$ cat config.mk
export PLATFORM = sky130hd
export DESIGN_NAME = dmem_ctrl_flat
export DESIGN_NICKNAME = d
export VERILOG_FILES = /design/src/rtl/dmem_pkg.sv /design/src/rtl/dmem_ctrl_if.sv /design/src/rtl/dmem_array.sv /design/src/rtl/dmem_ctrl.sv /design/src/flat_wrapper.sv
export SDC_FILE = /design/constraint.sdc
export NUM_CORES = 2
export LEC_CHECK = 0
export CELL_PAD_IN_SITES_DETAIL_PLACEMENT = 2
export CELL_PAD_IN_SITES_GLOBAL_PLACEMENT = 2
export CORE_ASPECT_RATIO = 0.75
export CORE_MARGIN = 2
export CORE_UTILIZATION = 40
export DETAILED_ROUTE_END_ITERATION = 8
export DONT_BUFFER_PORTS = 1
export GPL_ROUTABILITY_DRIVEN = 0
export GPL_TIMING_DRIVEN = 0
export PLACE_DENSITY = 0.67
export REMOVE_ABC_BUFFERS = 1
export SETUP_SLACK_MARGIN = 0.5
export SYNTH_ARGS = -nofsm -noshare
export SYNTH_HDL_FRONTEND = slang
export SYNTH_SLANG_ARGS = --single-unit
$ cat constraint.sdc
create_clock -name clk -period 5.7 [get_ports clk]
set_input_delay 0.855 -clock clk [delete_from_list [all_inputs] [get_ports clk]]
set_output_delay 0.855 -clock clk [all_outputs]
set_load 0.02 [all_outputs]
$ cat src/rtl/dmem_pkg.sv
// Shared types and helpers for the data-memory controller.
package dmem_pkg;

    typedef enum logic {
        INIT = 1'b0,
        RUN  = 1'b1
    } state_e;

    // Even parity over a zero-extended word; extra zero bits leave the result unchanged.
    function automatic logic even_parity(input logic [63:0] data);
        return ^data;
    endfunction

endpackage

$ cat src/rtl/dmem_ctrl_if.sv
// Request/response bus of the data-memory controller plus its busy flag.
interface dmem_ctrl_if #(
    parameter int DATA_W = 8,
    parameter int ADDR_W = 8
);
    logic              req_valid;
    logic              req_ready;
    logic              req_we;
    logic [ADDR_W-1:0] req_addr;
    logic [DATA_W-1:0] req_wdata;
    logic              rsp_valid;
    logic              rsp_ready;
    logic [DATA_W-1:0] rsp_rdata;
    logic              rsp_err;
    logic              busy;

    modport master (
        output req_valid, req_we, req_addr, req_wdata, rsp_ready,
        input  req_ready, rsp_valid, rsp_rdata, rsp_err, busy
    );

    modport slave (
        input  req_valid, req_we, req_addr, req_wdata, rsp_ready,
        output req_ready, rsp_valid, rsp_rdata, rsp_err, busy
    );
endinterface

$ cat src/rtl/dmem_array.sv
// Word storage: one synchronous write port and one registered, enabled read port.
module dmem_array #(
    parameter int WIDTH = 8,
    parameter int DEPTH = 256,
    parameter int IDX_W = 8
) (
    input  logic             clk,
    input  logic             we_i,
    input  logic [IDX_W-1:0] waddr_i,
    input  logic [WIDTH-1:0] wdata_i,
    input  logic             re_i,
    input  logic [IDX_W-1:0] raddr_i,
    output logic [WIDTH-1:0] rdata_o
);
    logic [WIDTH-1:0] mem_q [DEPTH];
    logic [WIDTH-1:0] rdata_q;

    // NOTE: storage carries no reset; the controller's init sweep defines every word.
    always_ff @(posedge clk) begin
        if (we_i) mem_q[waddr_i] <= wdata_i;
        if (re_i) rdata_q <= mem_q[raddr_i];
    end

    assign rdata_o = rdata_q;
endmodule

$ cat src/rtl/dmem_ctrl.sv
// Data-memory controller: init sweep after reset, then 1-cycle-latency reads and
// posted writes. Define DMEM_PARITY_EN to store and check one even-parity bit per word.
module dmem_ctrl
    import dmem_pkg::*;
#(
    parameter int                DATA_W   = 8,
    parameter int                ADDR_W   = 8,
    parameter int                DEPTH    = 256,
    parameter logic [DATA_W-1:0] INIT_VAL = '0
) (
    input logic        clk,
    input logic        rst,
    dmem_ctrl_if.slave bus
);
    localparam int IDX_W = $clog2(DEPTH);
`ifdef DMEM_PARITY_EN
    localparam int WORD_W = DATA_W + 1;
`else
    localparam int WORD_W = DATA_W;
`endif

    state_e            state_q, state_d;
    logic [IDX_W-1:0]  sweep_cnt_q, sweep_cnt_d;
    logic              rsp_valid_q, rsp_valid_d;
    logic              oor_q, oor_d;

    logic              in_range, req_fire, rd_fire, wr_fire;
    logic              arr_we;
    logic [IDX_W-1:0]  arr_waddr;
    logic [DATA_W-1:0] arr_wdata, rd_data;
    logic [WORD_W-1:0] arr_wword, arr_rword;
    logic              par_err;

    assign in_range      = (32'(bus.req_addr) < DEPTH);
    assign bus.busy      = (state_q == INIT);
    assign bus.req_ready = (state_q == RUN) && !(rsp_valid_q && !bus.rsp_ready);
    assign req_fire      = bus.req_valid && bus.req_ready;
    assign rd_fire       = req_fire && !bus.req_we;
    assign wr_fire       = req_fire && bus.req_we && in_range;

    // The sweep owns the write port until RUN; out-of-range writes never reach it.
    always_comb begin
        arr_we    = 1'b0;
        arr_waddr = sweep_cnt_q;
        arr_wdata = INIT_VAL;
        if (state_q == INIT) begin
            arr_we = 1'b1;
        end else if (wr_fire) begin
            arr_we    = 1'b1;
            arr_waddr = bus.req_addr[IDX_W-1:0];
            arr_wdata = bus.req_wdata;
        end
    end

`ifdef DMEM_PARITY_EN
    assign arr_wword = {even_parity(64'(arr_wdata)), arr_wdata};
    assign rd_data   = arr_rword[DATA_W-1:0];
    assign par_err   = ^arr_rword;
`else
    assign arr_wword = arr_wdata;
    assign rd_data   = arr_rword;
    assign par_err   = 1'b0;
`endif

    dmem_array #(
        .WIDTH (WORD_W),
        .DEPTH (DEPTH),
        .IDX_W (IDX_W)
    ) u_array (
        .clk     (clk),
        .we_i    (arr_we),
        .waddr_i (arr_waddr),
        .wdata_i (arr_wword),
        .re_i    (rd_fire && in_range),
        .raddr_i (bus.req_addr[IDX_W-1:0]),
        .rdata_o (arr_rword)
    );

    // The read register only loads on accepted reads, so data holds while stalled.
    assign bus.rsp_valid = rsp_valid_q;
    assign bus.rsp_rdata = (rsp_valid_q && !oor_q) ? rd_data : '0;
    assign bus.rsp_err   = rsp_valid_q && (oor_q || par_err);

    // NOTE: every next-state value gets a default first so no latch is inferred.
    always_comb begin
        state_d     = state_q;
        sweep_cnt_d = sweep_cnt_q;
        rsp_valid_d = rsp_valid_q;
        oor_d       = oor_q;
        if (state_q == INIT) begin
            sweep_cnt_d = sweep_cnt_q + IDX_W'(1);
            if (sweep_cnt_q == IDX_W'(DEPTH - 1)) begin
                state_d     = RUN;
                sweep_cnt_d = '0;
            end
        end
        if (rd_fire) begin
            rsp_valid_d = 1'b1;
            oor_d       = !in_range;
        end else if (bus.rsp_ready) begin
            rsp_valid_d = 1'b0;
        end
    end

    // NOTE: state registers use non-blocking assignments only.
    always_ff @(posedge clk or negedge rst) begin
        if (!rst) begin
            state_q     <= INIT;
            sweep_cnt_q <= '0;
            rsp_valid_q <= 1'b0;
            oor_q       <= 1'b0;
        end else begin
            state_q     <= state_d;
            sweep_cnt_q <= sweep_cnt_d;
            rsp_valid_q <= rsp_valid_d;
            oor_q       <= oor_d;
        end
    end
endmodule
$ cat src/flat_wrapper.sv
// flat-port wrapper written by rule: the top's interface ports become plain ports
module dmem_ctrl_flat import dmem_pkg::*;
#(
    parameter int                DATA_W   = 8,
    parameter int                ADDR_W   = 8,
    parameter int                DEPTH    = 256,
    parameter logic [DATA_W-1:0] INIT_VAL = '0
)
  (clk, rst, bus_req_valid, bus_req_we, bus_req_addr, bus_req_wdata, bus_rsp_ready, bus_req_ready, bus_rsp_valid, bus_rsp_rdata, bus_rsp_err, bus_busy);
  dmem_ctrl_if #(.DATA_W(DATA_W), .ADDR_W(ADDR_W)) bus_i ();
  input logic clk;
  input logic rst;
  input wire logic [$bits(bus_i.req_valid)-1:0] bus_req_valid;
  input wire logic [$bits(bus_i.req_we)-1:0] bus_req_we;
  input wire logic [$bits(bus_i.req_addr)-1:0] bus_req_addr;
  input wire logic [$bits(bus_i.req_wdata)-1:0] bus_req_wdata;
  input wire logic [$bits(bus_i.rsp_ready)-1:0] bus_rsp_ready;
  output wire logic [$bits(bus_i.req_ready)-1:0] bus_req_ready;
  output wire logic [$bits(bus_i.rsp_valid)-1:0] bus_rsp_valid;
  output wire logic [$bits(bus_i.rsp_rdata)-1:0] bus_rsp_rdata;
  output wire logic [$bits(bus_i.rsp_err)-1:0] bus_rsp_err;
  output wire logic [$bits(bus_i.busy)-1:0] bus_busy;
  assign bus_i.req_valid = bus_req_valid;
  assign bus_i.req_we = bus_req_we;
  assign bus_i.req_addr = bus_req_addr;
  assign bus_i.req_wdata = bus_req_wdata;
  assign bus_i.rsp_ready = bus_rsp_ready;
  assign bus_req_ready = bus_i.req_ready;
  assign bus_rsp_valid = bus_i.rsp_valid;
  assign bus_rsp_rdata = bus_i.rsp_rdata;
  assign bus_rsp_err = bus_i.rsp_err;
  assign bus_busy = bus_i.busy;
  dmem_ctrl #(.DATA_W(DATA_W), .ADDR_W(ADDR_W), .DEPTH(DEPTH), .INIT_VAL(INIT_VAL)) u_core (.clk(clk), .rst(rst), .bus(bus_i));
endmodule
==> Word-level counts from Yosys, hierarchy flattened <==
Memories as Yosys holds them, arrays and structs flattened. A register that Yosys moved wholly into a read port is not among the register bits.
Index checks and enable logic that the tools add are counted.
{ "totals": {"register_bits": 10, "mem_bits_rw": 2048, "memories": 1, "out_inout_bits": 12, "inputBits": 21} }
{ "op_classes": {"eq_ne": 1, "bitwise": 1, "add_sub_neg": 1, "mux": 14, "reduce_logical": 9} }
{ "memory_table": {"columns": ["memory", "words", "width", "rd", "rd_ports_with_merged_regs", "write_ports", "line", "text"], "rows": [
  ["u_core.u_array.mem_q", 256, 8, 1, 1, 1, "dmem_array.sv:15", "logic [WIDTH-1:0] mem_q [DEPTH];"]
]} }
{ "ops": {"columns": ["cell", "n"], "rows": [
  ["8-bit two-way mux", 6],
  ["8-bit by 1-bit adder with 8-bit output (second input constant)", 1],
  ["8-bit equality test (second input constant)", 1],
  ["1-bit two-way mux", 8],
  ["1-bit logical AND", 5],
  ["1-bit logical NOT", 3],
  ["2-bit nonzero test", 1],
  ["1-bit inverter", 1]
]} }

==> Logic depth before layout (Yosys ltp) <==
{ "logic_depth": {"word_depth": 10, "depth_mapped": 11, "mapped_depth_nobuf": 6} }

==> Modules after synthesis <==
A second synthesis with hierarchy kept.
{ "hier_totals": {"hier_cells": 3808, "area_unflattened_um2": 80374.6} }
{ "by_module_without_submodules": {"columns": ["module", "cells_per_inst", "n_inst", "seq_area_each_um2", "area_per_inst_um2"], "rows": [
  ["dmem_array", 3733, 1, 61739.2, 79636.4],
  ["dmem_ctrl", 75, 1, 250.2, 738.2]
]} }

==> Worst setup path after synthesis <==
OpenSTA, ideal clock, no wires.
{ "synth_timing": {"path_type": "input -> register", "startpoint": "input bus_rsp_ready", "endpoint": "memory u_core.u_array.mem_q[0][0] (data pin)", "setup_ns": 0.869, "required_ns": 4.831, "arrival_ns": 4.905, "path_stages": 5, "setup_slack_ns": -0.074, "path_buffers": 2, "path_cell_list": "nand2b_1 > and4_1 > buf_2 > clkbuf_1 > and2_1"} }
{ "synth_via": {"elab_chain_cells": 8} }
{ "synth_rtl": {"columns": ["element", "line", "text"], "rows": [
  ["start, declared", "flat_wrapper.sv:17", "input wire logic [$bits(bus_i.rsp_ready)-1:0] bus_rsp_ready;"],
  ["1-bit logical NOT", "dmem_ctrl.sv:36", "assign bus.req_ready = (state_q == RUN) && !(rsp_valid_q && !bus.rsp_ready);"],
  ["1-bit logical AND", "dmem_ctrl.sv:36", null],
  ["1-bit logical NOT", "dmem_ctrl.sv:36", null],
  ["1-bit logical AND", "dmem_ctrl.sv:36", null],
  ["1-bit logical AND", "dmem_ctrl.sv:37", "assign req_fire = bus.req_valid && bus.req_ready;"],
  ["1-bit logical AND", "dmem_ctrl.sv:39", "assign wr_fire = req_fire && bus.req_we && in_range;"],
  ["8-bit two-way mux", "dmem_ctrl.sv:48", "end else if (wr_fire) begin"],
  ["8-bit two-way mux", "dmem_ctrl.sv:46", "if (state_q == INIT) begin"],
  ["net u_core.arr_wdata[0]", "dmem_ctrl.sv:30", "logic [DATA_W-1:0] arr_wdata, rd_data;"],
  ["end, declared", "dmem_array.sv:15", null]
]} }
The timed path passes the listed nets, and every way through them passes these cells.

==> Worst setup path in the final report <==
{ "layout_timing": {"startpoint": "register u_core.rsp_valid_q, in the netlist u_core.bus.rsp_valid", "endpoint": "memory u_core.u_array.mem_q[113][3], enable pin"} }
{ "layout_via": {"elab_chain_cells": 9, "word_cells_on_any_way": 11, "cone_classes": "6 x mux; 5 x reduce/logical"} }
{ "layout_rtl": {"columns": ["element", "line", "text"], "rows": [
  ["start, declared", "dmem_ctrl.sv:24", "logic rsp_valid_q, rsp_valid_d;"],
  ["start signal, assigned", "dmem_ctrl.sv:115", "rsp_valid_q <= rsp_valid_d;"],
  ["1-bit logical AND *", "dmem_ctrl.sv:36", null],
  ["1-bit logical NOT *", "dmem_ctrl.sv:36", null],
  ["1-bit logical AND *", "dmem_ctrl.sv:36", null],
  ["1-bit logical AND *", "dmem_ctrl.sv:37", null],
  ["1-bit logical AND *", "dmem_ctrl.sv:39", null],
  ["1-bit two-way mux", "dmem_ctrl.sv:48", null],
  ["1-bit two-way mux", "dmem_ctrl.sv:46", null],
  ["1-bit two-way mux", "dmem_array.sv:20", "if (we_i) mem_q[waddr_i] <= wdata_i;"],
  ["1-bit two-way mux (implied by the code)", "dmem_array.sv:20", null]
]} }
Every way passes the cells marked *; elsewhere a longest branch is shown, timed or not.

==> impl_metrics.tcl <==
set metrics [dict create \
    io_pins 33 \
    vias_per_cell 6.06 \
    grt_pass1_vias 43000 \
    max_cap_violations 1 \
    cp.arrival_ns 5.51 \
    synth_cell_types 60 \
    crit_chain "nand2b_1, and4_1, o21ai_0, nand2_1, nor2_1" \
    slew-limit-headroom_pct -0.259 \
    r2r_cells 5 \
    hold_path_depth 1 \
    die_y_um 393 \
    cp.depth 5 \
    chipWidth_um 523 \
    ys_warn_count 0 \
    vias 40900 \
    synth.area.top_cells "edfxtp_1 77%, mux4_2 12%, mux2i_1 1.8%" \
    synth-edff-count 2056 \
    dp_cells 6377 \
    postSynthCellCount 3909 \
    final.min_clock_period_ns 5.06 \
    antenna_left 0 \
    gr-usage-met3_pct 3.89 \
    internal_power_uw 23800 \
    grt_pass1_wl_um 344000 \
    max-vdd-ir-drop_v 0.000248 \
    setup_tns_ns 0 \
    async_flop_share_pct 0.484 \
    nFillCells 18100 \
    worstSkewPairLatency_ns 0.84 \
    cp_max_fo 18 \
    critPathMaxStageDelay_ns 1.08 \
    gr-usage-met2_pct 37.2 \
    grt_max_degree 611 \
    drt-total-wl_um 244000 \
    grt-busiest-layer "met2" \
    seqPwrFrac_pct 54.5 \
    layout_common_cells "2056 x edfxtp_1, 428 x mux4_2, 307 x nor2_1, 203 x clkbuf_16, 168 x a22oi_1" \
    io_buffers 0 \
    violations "max-capacitance violations, max-slew violations" \
    antenna_found_initial 9 \
    ctsResizeCount 0 \
    wl_per_cell_um 36.2 \
    power_frac_clock_pct 42.8 \
    cts_hold_buf 1 \
    r2r-end "u_core.u_array.mem_q[113][3]$_DFFE_PP_" \
    worstMarginPinSlew_ns 1.49 \
    coreArea_um2 200000 \
    min-delay-start "bus_req_we" \
    timing.fmax_mhz 197 \
    start_util_pct 40.3 \
    rsz0062_at_grt "false" \
    drc 0 \
    crit_path_end_kind "register" \
    power.density_nw_per_um2 335 \
    cts-htree-levels 4 \
    area_growth_pct 11.5 \
    ys_seq_area_share_pct 76.8 \
    place_hpwl_um 146000 \
    num_rows 142 \
    cts_setup_buffers 0 \
    drive_gt1_share_pct 20.6 \
    drtIter0Drc 5252 \
    start_kind "register" \
    netlist.area_leader.share_pct 76.5 \
    met1_usage_pct 34.7 \
    final_cells 6750 \
    setup_viol_count_final 0 \
    crit_family "simple AND/OR/NAND/NOR gates" \
    syn_area_um2 80700 \
    p_leak_uw 0.0225 \
    r2r-start "u_core.bus.rsp_valid$_DFFE_PN0P_" \
    p_sw_share_pct 21.2 \
    rrSetupSlack_ns 0.64 \
    ys_ff_latch 2066 \
    die_area_um2 205000 \
    layout_commonest_cell "edfxtp_1" \
    slew_viol_final 1 \
    root_buffer "clkbuf_16" \
    layout_setup_ws_ns 0.635 \
    cts_made_buffers 198 \
    synth_top_area_cell "edfxtp_1" \
    status "complete, but fails checks" \
    pwr-share-comb_pct 2.7 \
    cts_tree "yes" \
    fin_nets 3942 \
    pre_cts_ws_ns 0.275 \
    finalHoldViolCount 0 \
    worstPathRequired_ns 6.14 \
    avgSynthCellArea_um2 20.6 \
    cts_max_path_buffers 3 \
    hp-class "input port to register" \
    dr.pass1.iters 5 \
    p_sw_uw 6400 \
    grt_remaining_overflow 0 \
    clk_pin_slew_worst_paths_ns 0.06 \
    critical_path_class "register to register" \
    finalCritPeriodShare_pct 88.9 \
    grt_usage_pct 23.8 \
    min_to "u_core.bus.rsp_valid$_DFFE_PN0P_" \
    cts_sinks 2066 \
    crit_slowest_cell "o21ai_0" \
    crit_buf_inv 0 \
    synthFlopType "edfxtp_1" \
    clock_skew_ns 0.0330 \
]
==> worst max-delay path by stage <==
stage                                startpoint                                     end  slack [ns]
6_report       u_core.bus.rsp_valid$_DFFE_PN0P_  u_core.u_array.mem_q[113][3]$_DFFE_PP_        0.64
5_1_grt        u_core.bus.rsp_valid$_DFFE_PN0P_  u_core.u_array.mem_q[113][5]$_DFFE_PP_        0.51
3_3_place_gp                      bus_rsp_ready  u_core.u_array.mem_q[102][7]$_DFFE_PP_       -5.17
2_1_floorplan                     bus_rsp_ready    u_core.u_array.mem_q[0][0]$_DFFE_PP_        0.04
4_1_cts        u_core.bus.rsp_valid$_DFFE_PN0P_  u_core.u_array.mem_q[113][3]$_DFFE_PP_        0.64
3_5_place_dp                    bus_req_addr[1]     u_core.u_array.rdata_o[3]$_DFFE_PP_        0.28
==> cell families after synthesis <==
group / synth area share, %
XOR/XNOR: 0.0326
flip-flops: 76.8
buffers and inverters: 2.02
multiplexers: 14.1
other: 0.00465
AO/OA/AOI/OAI: 3.92
AND/OR/NAND/NOR: 3.08
adder cells (fa/ha/maj): 0.0155
==> state kept, by name (all words and copies together) (netlist names) <==
| name | cells |
|---|---|
| u_core.bus.rsp_valid | 1 |
| u_core.u_array.rdata_o | 8 |
| u_core.state_q | 1 |
| u_core.u_array.mem_q | 2048 |
| u_core.sweep_cnt_q | 8 |
==> cell type report <==
cell class / instances / area, um2 / area share, %
Sequential cell: 2066 / 62000 / 68.9
Timing Repair Buffer: 54 / 1340 / 1.49
Inverter: 1 / 3.75 / 0.00417
Clock inverter: 112 / 855 / 0.950
Antenna cell: 2 / 5.00 / 0.00556
Tap cell: 2664 / 3330 / 3.70
Multi-Input combinational cell: 1599 / 17200 / 19.1
Clock buffer: 252 / 5260 / 5.85
==> Yosys cell counts, drive strengths merged, types with 2 or more instances <==
cell type	number
buf	164
or3b	2
and3	3
clkbuf	79
nand3b	6
nor2b	31
a21oi	77
a211oi	36
nor3	11
or2	26
a22oi	168
nor3b	2
nand2	54
o31ai	3
a311o	4
and2	23
nand2b	29
o21ai	51
nand3	6
dfrtp	10
mux2	25
nor4	27
mux2i	144
edfxtp	2056
a31oi	19
o221ai	33
or3	2
nor2	309
o22ai	52
and3b	3
xnor2	2
o31a	6
mux4	428
a22o	2
a2111oi	4
==> power groups by stage <==
stage | clock [uW] | sequential (uW) | combinational (uW)
2_1_floorplan | 0 | 16800 | 349
3_3_place_gp | 0 | 16800 | 591
3_5_place_dp | 0 | 16800 | 615
4_1_cts | 13100 | 16400 | 622
5_1_grt | 13600 | 16400 | 837
6_report | 12900 | 16400 | 804
==> metal layers <==
layer | part of all wire [%] | up-vias
li1 | - | 16300
met1 | 44 | 22700
met2 | 47 | 1641
met3 | 6.6 | 321
met4 | 2.5 | 0
met5 | 0 | -
==> stage by stage <==
step | hold slack (ns) | util [%] | cell area (um2) | power [uW]
global placement | 0.560 | 41.2 | 82400 | 17400
floorplan | 0.512 | - | 79000 | 17100
detailed placement | 0.560 | 41.8 | 83700 | 17400
global route | 0.161 | 45.0 | 90000 | 30900
finish | 0.200 | 45.0 | 90000 | 30200
CTS | 0.142 | 44.9 | 89800 | 30200
No activity file was read; power rests on OpenSTA's default activity.
